`config.mk`:
```
export PLATFORM = sky130hd
export DESIGN_NAME = trig_rate_monitor
export DESIGN_NICKNAME = d
export VERILOG_FILES = /design/src/rtl/tts_pkg.sv /design/src/rtl/window_timer.sv /design/src/rtl/trig_rate_monitor.sv
export SDC_FILE = /design/constraint.sdc
export NUM_CORES = 1
export LEC_CHECK = 0
export ABC_AREA = 1
export ABC_CLOCK_PERIOD_IN_PS = 6800
export BUFFER_PORTS_ARGS = -buffer_cell sky130_fd_sc_hd__buf_4
export CAP_MARGIN = 20
export CORE_MARGIN = 8
export CORE_UTILIZATION = 42
export DETAILED_ROUTE_END_ITERATION = 10
export PLACE_DENSITY_LB_ADDON = 0.05
export SLEW_MARGIN = 20
export SYNTH_ARGS = -nofsm -noshare
export SYNTH_HDL_FRONTEND = slang
export SYNTH_SLANG_ARGS = --single-unit
```
`constraint.sdc`:
```
create_clock -name clk -period 6.8 [get_ports clk]
set_clock_uncertainty 0.15 [all_clocks]
set_input_delay 0 -clock clk [delete_from_list [all_inputs] [get_ports clk]]
set_output_delay 0 -clock clk [all_outputs]
set_load 0.03 [all_outputs]
```
`src/rtl/tts_pkg.sv`:
```
// rtl/tts_pkg.sv - shared TTS code constants and rate-monitor state encoding
package tts_pkg;

  localparam logic [3:0] TTS_READY    = 4'b1000;
  localparam logic [3:0] TTS_OVF_WARN = 4'b0001;
  localparam logic [3:0] TTS_BUSY     = 4'b0100;
  localparam logic [3:0] TTS_SYNC_LOST = 4'b0010;
  localparam logic [3:0] TTS_ERROR    = 4'b1100;

  typedef enum logic [1:0] {
    ST_IDLE    = 2'd0,
    ST_MONITOR = 2'd1,
    ST_ERROR   = 2'd2
  } mon_state_t;

endpackage

```
`src/rtl/window_timer.sv`:
```
// rtl/window_timer.sv - free-running 0..WINDOW_CYCLES-1 counter with sync restart and window-end strobe
module window_timer #(
  parameter int WINDOW_CYCLES = 125000,
  parameter int TW = $clog2(WINDOW_CYCLES)
) (
  input  logic clk,
  input  logic reset,
  input  logic run,
  input  logic restart,
  output logic window_end
);

  localparam logic [TW-1:0] LAST = TW'(WINDOW_CYCLES - 1);

  logic [TW-1:0] count;

  assign window_end = run && (count == LAST);

  always_ff @(posedge clk or negedge reset) begin
    if (!reset) begin
      count <= '0;
    end else if (!run || restart || window_end) begin
      count <= '0;
    end else begin
      count <= count + 1'b1;
    end
  end

endmodule

```
`src/rtl/trig_rate_monitor.sv`:
```
// rtl/trig_rate_monitor.sv - windowed trigger-rate check feeding error_trig_rate; TRIG_RATE_PEAK_EN adds peak_count
module trig_rate_monitor
  import tts_pkg::*;
#(
  parameter int WINDOW_CYCLES   = 125000,
  parameter int CNT_W           = 16,
  parameter int RECOVER_WINDOWS = 4
) (
  input  logic             clk,
  input  logic             reset,
  input  logic             enable,
  input  logic             trigger,
  input  logic [CNT_W-1:0] threshold,
  input  logic             clear_error,
  output logic             error_trig_rate,
  output logic             window_done,
  output logic [CNT_W-1:0] window_count
`ifdef TRIG_RATE_PEAK_EN
  ,
  output logic [CNT_W-1:0] peak_count
`endif
);

  localparam int REC_W = $clog2(RECOVER_WINDOWS + 1);
  localparam logic [CNT_W-1:0] CNT_MAX  = '1;
  localparam logic [REC_W-1:0] REC_LAST = REC_W'(RECOVER_WINDOWS - 1);

  mon_state_t       state;
  logic [CNT_W-1:0] trig_cnt;
  logic [REC_W-1:0] rec_cnt;
  logic [CNT_W-1:0] closing;
  logic             over;
  logic             run;
  logic             win_end;

  assign run = (state != ST_IDLE);

  window_timer #(
    .WINDOW_CYCLES(WINDOW_CYCLES)
  ) u_window_timer (
    .clk       (clk),
    .reset     (reset),
    .run       (run),
    .restart   (clear_error || !enable),
    .window_end(win_end)
  );

  // Total including this cycle's trigger, so a window-end trigger belongs to the closing window.
  assign closing = (trigger && (trig_cnt != CNT_MAX)) ? trig_cnt + 1'b1 : trig_cnt;
  assign over    = (threshold != '0) && (closing > threshold);

  always_ff @(posedge clk or negedge reset) begin
    if (!reset) begin
      state           <= ST_IDLE;
      trig_cnt        <= '0;
      rec_cnt         <= '0;
      error_trig_rate <= 1'b0;
      window_done     <= 1'b0;
      window_count    <= '0;
`ifdef TRIG_RATE_PEAK_EN
      peak_count      <= '0;
`endif
    end else begin
      window_done <= 1'b0;
      unique case (state)
        ST_IDLE: begin
          trig_cnt        <= '0;
          rec_cnt         <= '0;
          error_trig_rate <= 1'b0;
          if (enable) state <= ST_MONITOR;
        end
        ST_MONITOR, ST_ERROR: begin
          if (!enable) begin
            state           <= ST_IDLE;
            trig_cnt        <= '0;
            rec_cnt         <= '0;
            error_trig_rate <= 1'b0;
          end else if (clear_error) begin
            state           <= ST_MONITOR;
            trig_cnt        <= '0;
            rec_cnt         <= '0;
            error_trig_rate <= 1'b0;
`ifdef TRIG_RATE_PEAK_EN
            peak_count      <= '0;
`endif
          end else if (win_end) begin
            trig_cnt     <= '0;
            window_count <= closing;
            window_done  <= 1'b1;
`ifdef TRIG_RATE_PEAK_EN
            if (closing > peak_count) peak_count <= closing;
`endif
            if (state == ST_MONITOR) begin
              rec_cnt <= '0;
              if (over) begin
                state           <= ST_ERROR;
                error_trig_rate <= 1'b1;
              end
            end else if (over) begin
              rec_cnt <= '0;
            end else if (rec_cnt == REC_LAST) begin
              state           <= ST_MONITOR;
              error_trig_rate <= 1'b0;
              rec_cnt         <= '0;
            end else begin
              rec_cnt <= rec_cnt + 1'b1;
            end
          end else begin
            trig_cnt <= closing;
          end
        end
        default: begin
          state           <= ST_IDLE;
          error_trig_rate <= 1'b0;
        end
      endcase
    end
  end

endmodule

```
# ---- Yosys cells after proc, flatten, opt, wreduce, memory -nomap -nowiden
# Index checks and enable logic that the tools add are counted.
dict set report word_totals {
  register_bits 56
  memories 0
  out_inout_bits 18
  mem_bits_rw 0
  rom_bits 0
  word_cells 73
  in_bits 21
  latch_bits 0
}
dict set report classes {
  n_mul 0
  order_cmp 1
  addsub 3
  bitwise 1
  shift 0
  div_mod_pow 0
  mux 34
  n_eq_ne 10
  n_reduce_logical 17
}
# operator count
set ops {}
lappend ops {{16-bit 2-to-1 mux} 4}
lappend ops {{16-bit case mux with 2 select lines} 1}
lappend ops {{3-bit 2-to-1 mux} 6}
lappend ops {{17-bit by 1-bit adder with 17-bit output, second input constant} 1}
lappend ops {{17-bit == test, second input constant} 1}
lappend ops {{17-bit 2-to-1 mux} 1}
lappend ops {{16-bit by 1-bit adder with 16-bit output, second input constant} 1}
lappend ops {{16-bit > comparator} 1}
lappend ops {{2-bit 2-to-1 mux} 8}
lappend ops {{16-bit inequality test, second input constant} 1}
lappend ops {{16-bit nonzero test} 1}
lappend ops {{5-bit inequality test, second input constant} 3}
lappend ops {{1-bit 2-to-1 mux} 12}
lappend ops {{4-bit AND reduction} 2}
lappend ops {{3-bit case mux with 2 select lines} 1}
lappend ops {{5-bit AND reduction} 1}
lappend ops {{4-bit by 3-bit inequality test with 1-bit output, second input constant} 1}
lappend ops {{2-bit case mux with 2 select lines} 1}
lappend ops {{2-bit nonzero test} 2}
lappend ops {{3-bit by 1-bit adder with 3-bit output, second input constant} 1}
lappend ops {{3-bit by 2-bit == test with 1-bit output, second input constant} 1}
lappend ops {{1-bit logical AND} 3}
lappend ops {{1-bit logical OR} 3}
lappend ops {{2-bit by 1-bit == test with 1-bit output, second input constant} 1}
lappend ops {{7 further kinds} 8}

# ---- Longest topological paths before layout
# Gate-level depths: netlist of the first run.
dict set report depth {
  word_depth 11
  mapped_depth 26
}

# ---- Hierarchy
# Synthesis of the first run repeated with hierarchy kept, for this count alone.
dict set report unflattened {
  cells_unflattened 504
  hier_area_um2 3742.3
}
# module area_each_um2 n_inst cells_each seq_area_each_um2
set modules_own_cells {}
lappend modules_own_cells {trig_rate_monitor 2700.1 1 360 975.9}
lappend modules_own_cells {window_timer 1042.2 1 144 425.4}

# ---- Worst setup path after synthesis of the first run
# Ideal clock, no wire load.
dict set report synth_timing {
  path_kind {flip-flop to flip-flop}
  from {reg trig_cnt[0]}
  to {reg state[0]}
  setup_slack_ns 3.772
  stages_incl_launch_ff 21
  setup_time_ns 0.117
  required_time_ns 6.533
  t_arrival_ns 2.761
  synth_period_minus_slack_ns 3.028
  n_path_buf 0
  path_cell_list {dfrtp_1 ha_1 nand3_1 nor2_2 nand3_2 nand2_4 nor2_2 nand2_2 nor2_1 xor2_1 inv_1 ha_1 nand4_1 nor3_1 nand2_1 nand2_1 nand2_1 a21oi_1 nand3_1 nand2_1 nand2_1}
}
dict set report synth_via {
  elab_chain_len 7
}
# element line
set synth_rtl {}
lappend synth_rtl {{start, declared} trig_rate_monitor.sv:29} ;# logic [CNT_W-1:0] trig_cnt;
lappend synth_rtl {{start signal, assigned} trig_rate_monitor.sv:109} ;# trig_cnt <= closing;
lappend synth_rtl {{branches (longest 2 deep; another with 16-bit by 1-bit adder with 16-bit output)} --}
lappend synth_rtl {{16-bit 2-to-1 mux (*)} trig_rate_monitor.sv:49} ;# assign closing = (trigger && (trig_cnt != CNT_MAX)) ? trig_cnt + 1'b1 : trig_cnt;
lappend synth_rtl {{net closing[10]} trig_rate_monitor.sv:31} ;# logic [CNT_W-1:0] closing;
lappend synth_rtl {{16-bit > comparator (*)} trig_rate_monitor.sv:50} ;# assign over = (threshold != '0) && (closing > threshold);
lappend synth_rtl {{1-bit logical AND (*)} trig_rate_monitor.sv:50}
lappend synth_rtl {{5-bit inequality test (no source line)} --}
lappend synth_rtl {{5-bit AND reduction (no source line) (*)} --}
lappend synth_rtl {{end signal, assigned} trig_rate_monitor.sv:54} ;# state <= ST_IDLE;
lappend synth_rtl {{end signal, assigned} trig_rate_monitor.sv:70} ;# if (enable) state <= ST_MONITOR;
lappend synth_rtl {{end signal, assigned} trig_rate_monitor.sv:74} ;# state <= ST_IDLE;
lappend synth_rtl {{end, declared} trig_rate_monitor.sv:28} ;# mon_state_t state;
# Mark *: on every way through the listed nets, which the timed path passes.
# A chain may end at the register's enable or synchronous reset.

# ---- Worst setup path in the final report of the first run
# Ends and elaborated chain as after synthesis.

==> results_dict.tcl, run 1 <==
set metrics [dict create \
    avgViaCountPerCell 4.97 \
    hp-start "trigger" \
    dp_slack_ps 3290 \
    power.leakage_nw 2.02 \
    rr_endpoint "state[0]" \
    cts_buffer_depth 2 \
    drt_wl_total_um 8450 \
    power_density_nw_per_um2 192 \
    drive_above_1_share_pct 16.3 \
    start_util_pct 43.3 \
    setup_ws_ps 3240 \
    worst_path_most_repeated_cell "nand2_1" \
    end_kind "flop" \
    rows 33 \
    timing.critical_path.buf_inv 2 \
    gr-usage-met1_pct 20.7 \
    timing.rr.start "trig_cnt[0]" \
    use_met2_pct 23.1 \
    synth_edf_count 0 \
    portBuffers 38 \
    critPathLaunchType "flop" \
    met3_usage_pct 3.03 \
    dp_hpwl_um 6460 \
    cts_root_buffer "clkbuf_8" \
    core_area_um2 8220 \
    r2r_cells 18 \
    max_cap_viol_count 0 \
    first_pass_iters 4 \
    cts.htree.levels 2 \
    drtAntennaViolNets 0 \
    crit_arrival_ps 3620 \
    worstSkewPairLatency_ps 320 \
    grt_pass1_vias 2963 \
    io_pins 39 \
    criticalPathCategory "flop to flop" \
    async_flop_share_pct 100 \
    grt_setup_unrepaired "false" \
    hold_viol 0 \
    grt_overflow_total 0 \
    place.gp.congestion 0.858 \
    yosysWarnings 0 \
    cp_max_fo 9 \
    vias 2967 \
    layout_common_cells "nand2_1 (95), inv_1 (77), dfrtp_1 (56)" \
    numCtsBuffers 5 \
    max_stage_delay_ps 420 \
    grt_max_degree 57 \
    synthTopCellsByArea "dfrtp_1 (39%), nand2_1 (10%), inv_1 (8.1%)" \
    cts_resized 0 \
    setup_viol 0 \
    yosysTopAreaCellShare_pct 39.4 \
    drt-initial-drc-count 118 \
    reg2reg_slack_ps 3240 \
    die_h_um 108 \
    syn_nets 495 \
    syn_inst 452 \
    path_clk_slew_ps 110 \
    synth-main-ff-cell "dfrtp_1" \
    cts.sinks 56 \
    max_freq_mhz 281 \
    layout_commonest_cell "nand2_1" \
    max_slew.worst_pin.slew_ps 726 \
    fin_nets 535 \
    hold_path.class "input port to flop" \
    netlist_area_um2 3560 \
    hold_depth 5 \
    top_usage_layer "met2" \
    slowest_stage "o21ai_0" \
    fin_util_pct 49.6 \
    antenna_found_initial 0 \
    synth-seq-area-share_pct 39.4 \
    fin_crit_sh_pct 52.3 \
    synth.ff_latch_count 56 \
    cts_tree "built" \
    crit_chain "ha_1 -> nand3_1 -> nor2_2 -> nand3_2 -> nand2_4 -> inv_4 -> o21ai_0 -> inv_1 -> ha_1 -> nand2_1 -> nor3_1 -> nand2_1 -> nand2_1 -> nand2_1 -> a21oi_1 -> nand3_1 -> nand2_1 -> nand2_1" \
    area_growth_pct 14.6 \
    outcome "complete, no violations" \
    grt_pass1_wl_um 14200 \
    synth_cell_types 36 \
    synth_area_leader_cell "dfrtp_1" \
    ir_drop_v 0.000112 \
    gr-usage-all-layers_pct 14.9 \
    fp.dieW_um 108 \
    wl_per_cell_um 14.2 \
    drv_slew 0 \
    power_uw 784 \
    antenna_cells 0 \
    worstPathRequired_ps 6870 \
    drc 0 \
    relSlewSlack_pct 51.6 \
    fillers 824 \
    period_needed_ps 3560 \
    die_area_um2 11700 \
    syn_avg_cell_area_um2 7.87 \
    crit_family "simple AND/OR/NAND/NOR gates" \
    setup-tns-final_ps 0 \
    min_to "trig_cnt[14]" \
]
kinds of logic (layout without fill, tap and decap cells):
group           count (synthesis)  count (layout)  synth area share, %
simple gates                  213             213                 29.3
buf+inv                        92             132                 10.5
flops                          56              56                 39.4
compound gates                 49              49                 7.70
fa+ha+maj                      22              22                 7.74
xor+xnor                       20              20                 5.34
layer usage:
layer	up-vias	share of wire, %
met5	-	0
met4	0	0.97
met3	9	5.3
met2	55	44
met1	1366	50
li1	1537	-
tightest hold or removal path, stage by stage:
cell     delay, ps
buf_4          100
nand2_4         90
nand2_1        100
nand3_1         70
o21ai_0         80
state kept, by name, summed over array words and instances (netlist names):
signal                cells
error_trig_rate           1
rec_cnt                   3
state                     2
trig_cnt                 16
u_window_timer.count     17
window_count             16
window_done               1
power by group:
group / leakage [nW] / internal (mW) / switching [mW]
combinational: 1.18 / 0.0564 / 0.114
clock: 0.0642 / 0.145 / 0.112
sequential: 0.772 / 0.346 / 0.0119
total: 2.02 / 0.547 / 0.237
what timing repair did:
item / CTS / global route
hold buffers: 3 / 0
setup buffers: 0 / 0
endpoints found under the hold margin: 62 / 0
stage by stage:
stage | std cells | hold WS [ps] | instance area [um^2]
2_1_floorplan | 452 | -446 | 3560
3_3_place_gp | 587 | -43.5 | 3920
3_5_place_dp | 587 | -36.9 | 3920
4_1_cts | 597 | 10.4 | 4080
5_1_grt | 597 | 54.1 | 4080
6_report | 597 | 29.1 | 4080
cells in the mapped netlist (10+ instances only):
cell type / instances
o21ai_1: 10
inv_1: 77
nand2_1: 95
dfrtp_1: 56
ha_1: 22
xor2_1: 18
nand4_1: 22
o21ai_0: 15
nor2_1: 35
nor3_1: 13
nand3_1: 14
o22ai_1: 10
cell type report:
class | instances | area (um^2) | area share (%)
clock inverter | 2 | 60.1 | 1.47
tap | 105 | 131 | 3.22
sequential | 56 | 1400 | 34.4
clock buffer | 5 | 68.8 | 1.69
inverter | 84 | 318 | 7.79
multi-input combinational | 304 | 1780 | 43.7
timing repair buffer | 41 | 315 | 7.73
worst max path at each step:
stage | start | end | slack, ps | depth (start not counted)
floorplan | trig_cnt[0] | state[0] | 3770 | 20
global placement | trig_cnt[0] | state[1] | 3320 | 18
detailed placement | trig_cnt[0] | state[1] | 3290 | 18
CTS | trig_cnt[0] | state[1] | 3250 | 18
global route | trig_cnt[0] | state[0] | 2870 | 18
finish | trig_cnt[0] | state[0] | 3240 | 18
Note: power is estimated with default switching activity, not from simulation.
==> inputs of run 2 (changes only) <==
--- a/config.mk
+++ b/config.mk
@@ -6,7 +6,7 @@
 export NUM_CORES = 1
 export LEC_CHECK = 0
 export ABC_AREA = 1
-export ABC_CLOCK_PERIOD_IN_PS = 6800
+export ABC_CLOCK_PERIOD_IN_PS = 3000
 export BUFFER_PORTS_ARGS = -buffer_cell sky130_fd_sc_hd__buf_4
 export CAP_MARGIN = 20
 export CORE_MARGIN = 8
==> constraint.sdc (replaced) <==
create_clock -name clk -period 3 [get_ports clk]
set_clock_uncertainty 0.15 [all_clocks]
set_input_delay 0 -clock clk [delete_from_list [all_inputs] [get_ports clk]]
set_output_delay 0 -clock clk [all_outputs]
set_load 0.03 [all_outputs]
==> run 2 against run 1 <==
The run now ends with negative setup slack left. Critical path depth grew 6. Combinational power grew to 2.8 times the previous value. Register-to-register slack lost 3400 ps. Power increased by 120%. Critical path type unchanged. Critical endpoint is now error_trig_rate. Highest routed layer unchanged.
==> results_dict.tcl, run 2 (synthesis results as in run 1) <==
set metrics [dict create \
    drt_wl_total_um 9360 \
    ir_drop_v 0.000271 \
    grt_overflow_total 0 \
    antenna_found_initial 0 \
    grt_max_degree 57 \
    portBuffers 38 \
    hold_ws_ps 110 \
    cts_buffer_depth 2 \
    slowest_stage "dfrtp_1" \
    drtAntennaViolNets 0 \
    max_freq_mhz 313 \
    reg_top3 "u_window_timer.count (17), trig_cnt (16), window_count (16)" \
    place_area_um2 4370 \
    power_mw 1.73 \
    drive_above_1_share_pct 34.5 \
    first_pass_iters 4 \
    dp_cells 646 \
    die_h_um 108 \
    gr-usage-all-layers_pct 16.5 \
    fin_cells 685 \
    layout_common_cells "buf_4 (123), nand2_1 (81), inv_1 (76)" \
    hold_path.class "input port to flop" \
    path_clk_slew_ps 110 \
    grt_pass1_vias 3427 \
    max_slew.worst_pin.slew_ps 715 \
    fin_util_pct 59.6 \
    cts_tree "built" \
    dp_hpwl_um 6810 \
    violations "negative setup slack" \
    critPathLaunchType "flop" \
    power.leakage_nw 2.44 \
    fin_area_um2 4890 \
    io_pins 39 \
    period_needed_ps 3190 \
    power_density_nw_per_um2 354 \
    crit_arrival_ps 3260 \
    wl_per_cell_um 13.7 \
    drv_slew 0 \
    outcome "finished with violations" \
    grt_setup_unrepaired "true" \
    place.gp.congestion 0.875 \
    largest_register_ffs 17 \
    hold_viol 0 \
    setup_viol 6 \
    antenna_cells 0 \
    avgViaCountPerCell 4.82 \
    end_kind "flop" \
    relSlewSlack_pct 52.3 \
    numCtsBuffers 5 \
    die_area_um2 11700 \
    drc 0 \
    core_area_um2 8220 \
    max_cap_viol_count 0 \
    fin_nets 622 \
    dp_slack_ps -368 \
    crit_chain "nand2_1 -> inv_1 -> nand2_1 -> nor2_4 -> buf_4 -> buf_4 -> buf_4 -> buf_4 -> buf_4 -> nand3_4 -> xor2_2 -> ha_1 -> nand2_2 -> nor3_4 -> buf_4 -> nand2_2 -> nand2_2 -> inv_2 -> nand2_2 -> buf_6 -> a21oi_4 -> nand2_2 -> nand2_2 -> o21ai_2" \
    regMostFlops "u_window_timer.count" \
    grt_pass1_wl_um 15700 \
    cp_max_fo 4 \
    cts.htree.levels 2 \
    setup-tns-final_ps -884 \
    area_growth_pct 37.5 \
    drt-initial-drc-count 171 \
    worstPathRequired_ps 3060 \
    cts_root_buffer "clkbuf_8" \
    fp.dieW_um 108 \
    start_util_pct 43.3 \
    fin_crit_sh_pct 106 \
    cts.sinks 56 \
    worstSkewPairLatency_ps 320 \
    layout_commonest_cell "buf_4" \
    criticalPathCategory "flop to flop" \
    vias 3300 \
    setup_ws_ps -194 \
    rows 33 \
    fillers 790 \
    max_stage_delay_ps 400 \
]
[run 2: changes by cell type in the layout (fill, tap and decap cells not counted), sizes merged]
cell,change
buf,+87
bufinv,-2
clkbuf,+1
clkinvlp,+2
[run 2: final cells by class]
cell class / instances / area (um^2) / area share [%]
multi-input combinational: 304 / 1970 / 40.2
sequential: 56 / 1400 / 28.6
timing repair buffer: 128 / 976 / 19.9
inverter: 84 / 318 / 6.49
tap: 105 / 131 / 2.68
clock buffer: 6 / 82.6 / 1.69
clock inverter: 2 / 15.0 / 0.307
[run 2: worst max-delay path, delay by kind of cell (launching register included)]
family                   cells  cell delay (ps)
adder cells (fa/ha/maj)      1              310
AND/OR/NAND/NOR             11              920
buffers and inverters        9              890
flip-flops                   1              400
XOR/XNOR                     1              190
AO/OA/AOI/OAI                2              220
[run 2: final timing paths]
check                            startpoint                to  slack (ps)  cells after the start
min                                 trigger      trig_cnt[14]         110                      6
max reg2reg                     trig_cnt[5]   error_trig_rate        -190                     24
max in group asynchronous             reset        rec_cnt[1]        2100                      2
max                             trig_cnt[5]   error_trig_rate        -190                     24
min in group asynchronous             reset   window_count[5]         120                      2
min reg2reg                window_count[14]  window_count[14]         340                      2
[run 2: power by group]
group / switching, mW / internal, mW / leakage (nW)
combinational: 0.294 / 0.178 / 1.63
sequential: 0.0251 / 0.784 / 0.772
clock: 0.265 / 0.188 / 0.0434
total: 0.584 / 1.15 / 2.44
[run 2: what timing repair did]
| action | in CTS | in global routing |
|---|---|---|
| hold endpoints to repair | 61 | 0 |
| setup endpoints to repair | 6 | 6 |
| hold buffers | 3 | 0 |
| gates resized for setup | 34 | 11 |
| buffers inserted | 24 | 5 |
| pin swaps | 31 | 18 |
[run 2: per-layer routing]
metal	vias up	share of wire (%)	track usage, %
li1	1712	-	-
met1	1534	44	19.7
met2	46	50	29.7
met3	8	4.0	2.74
met4	0	1.3	4.36
met5	-	0	0
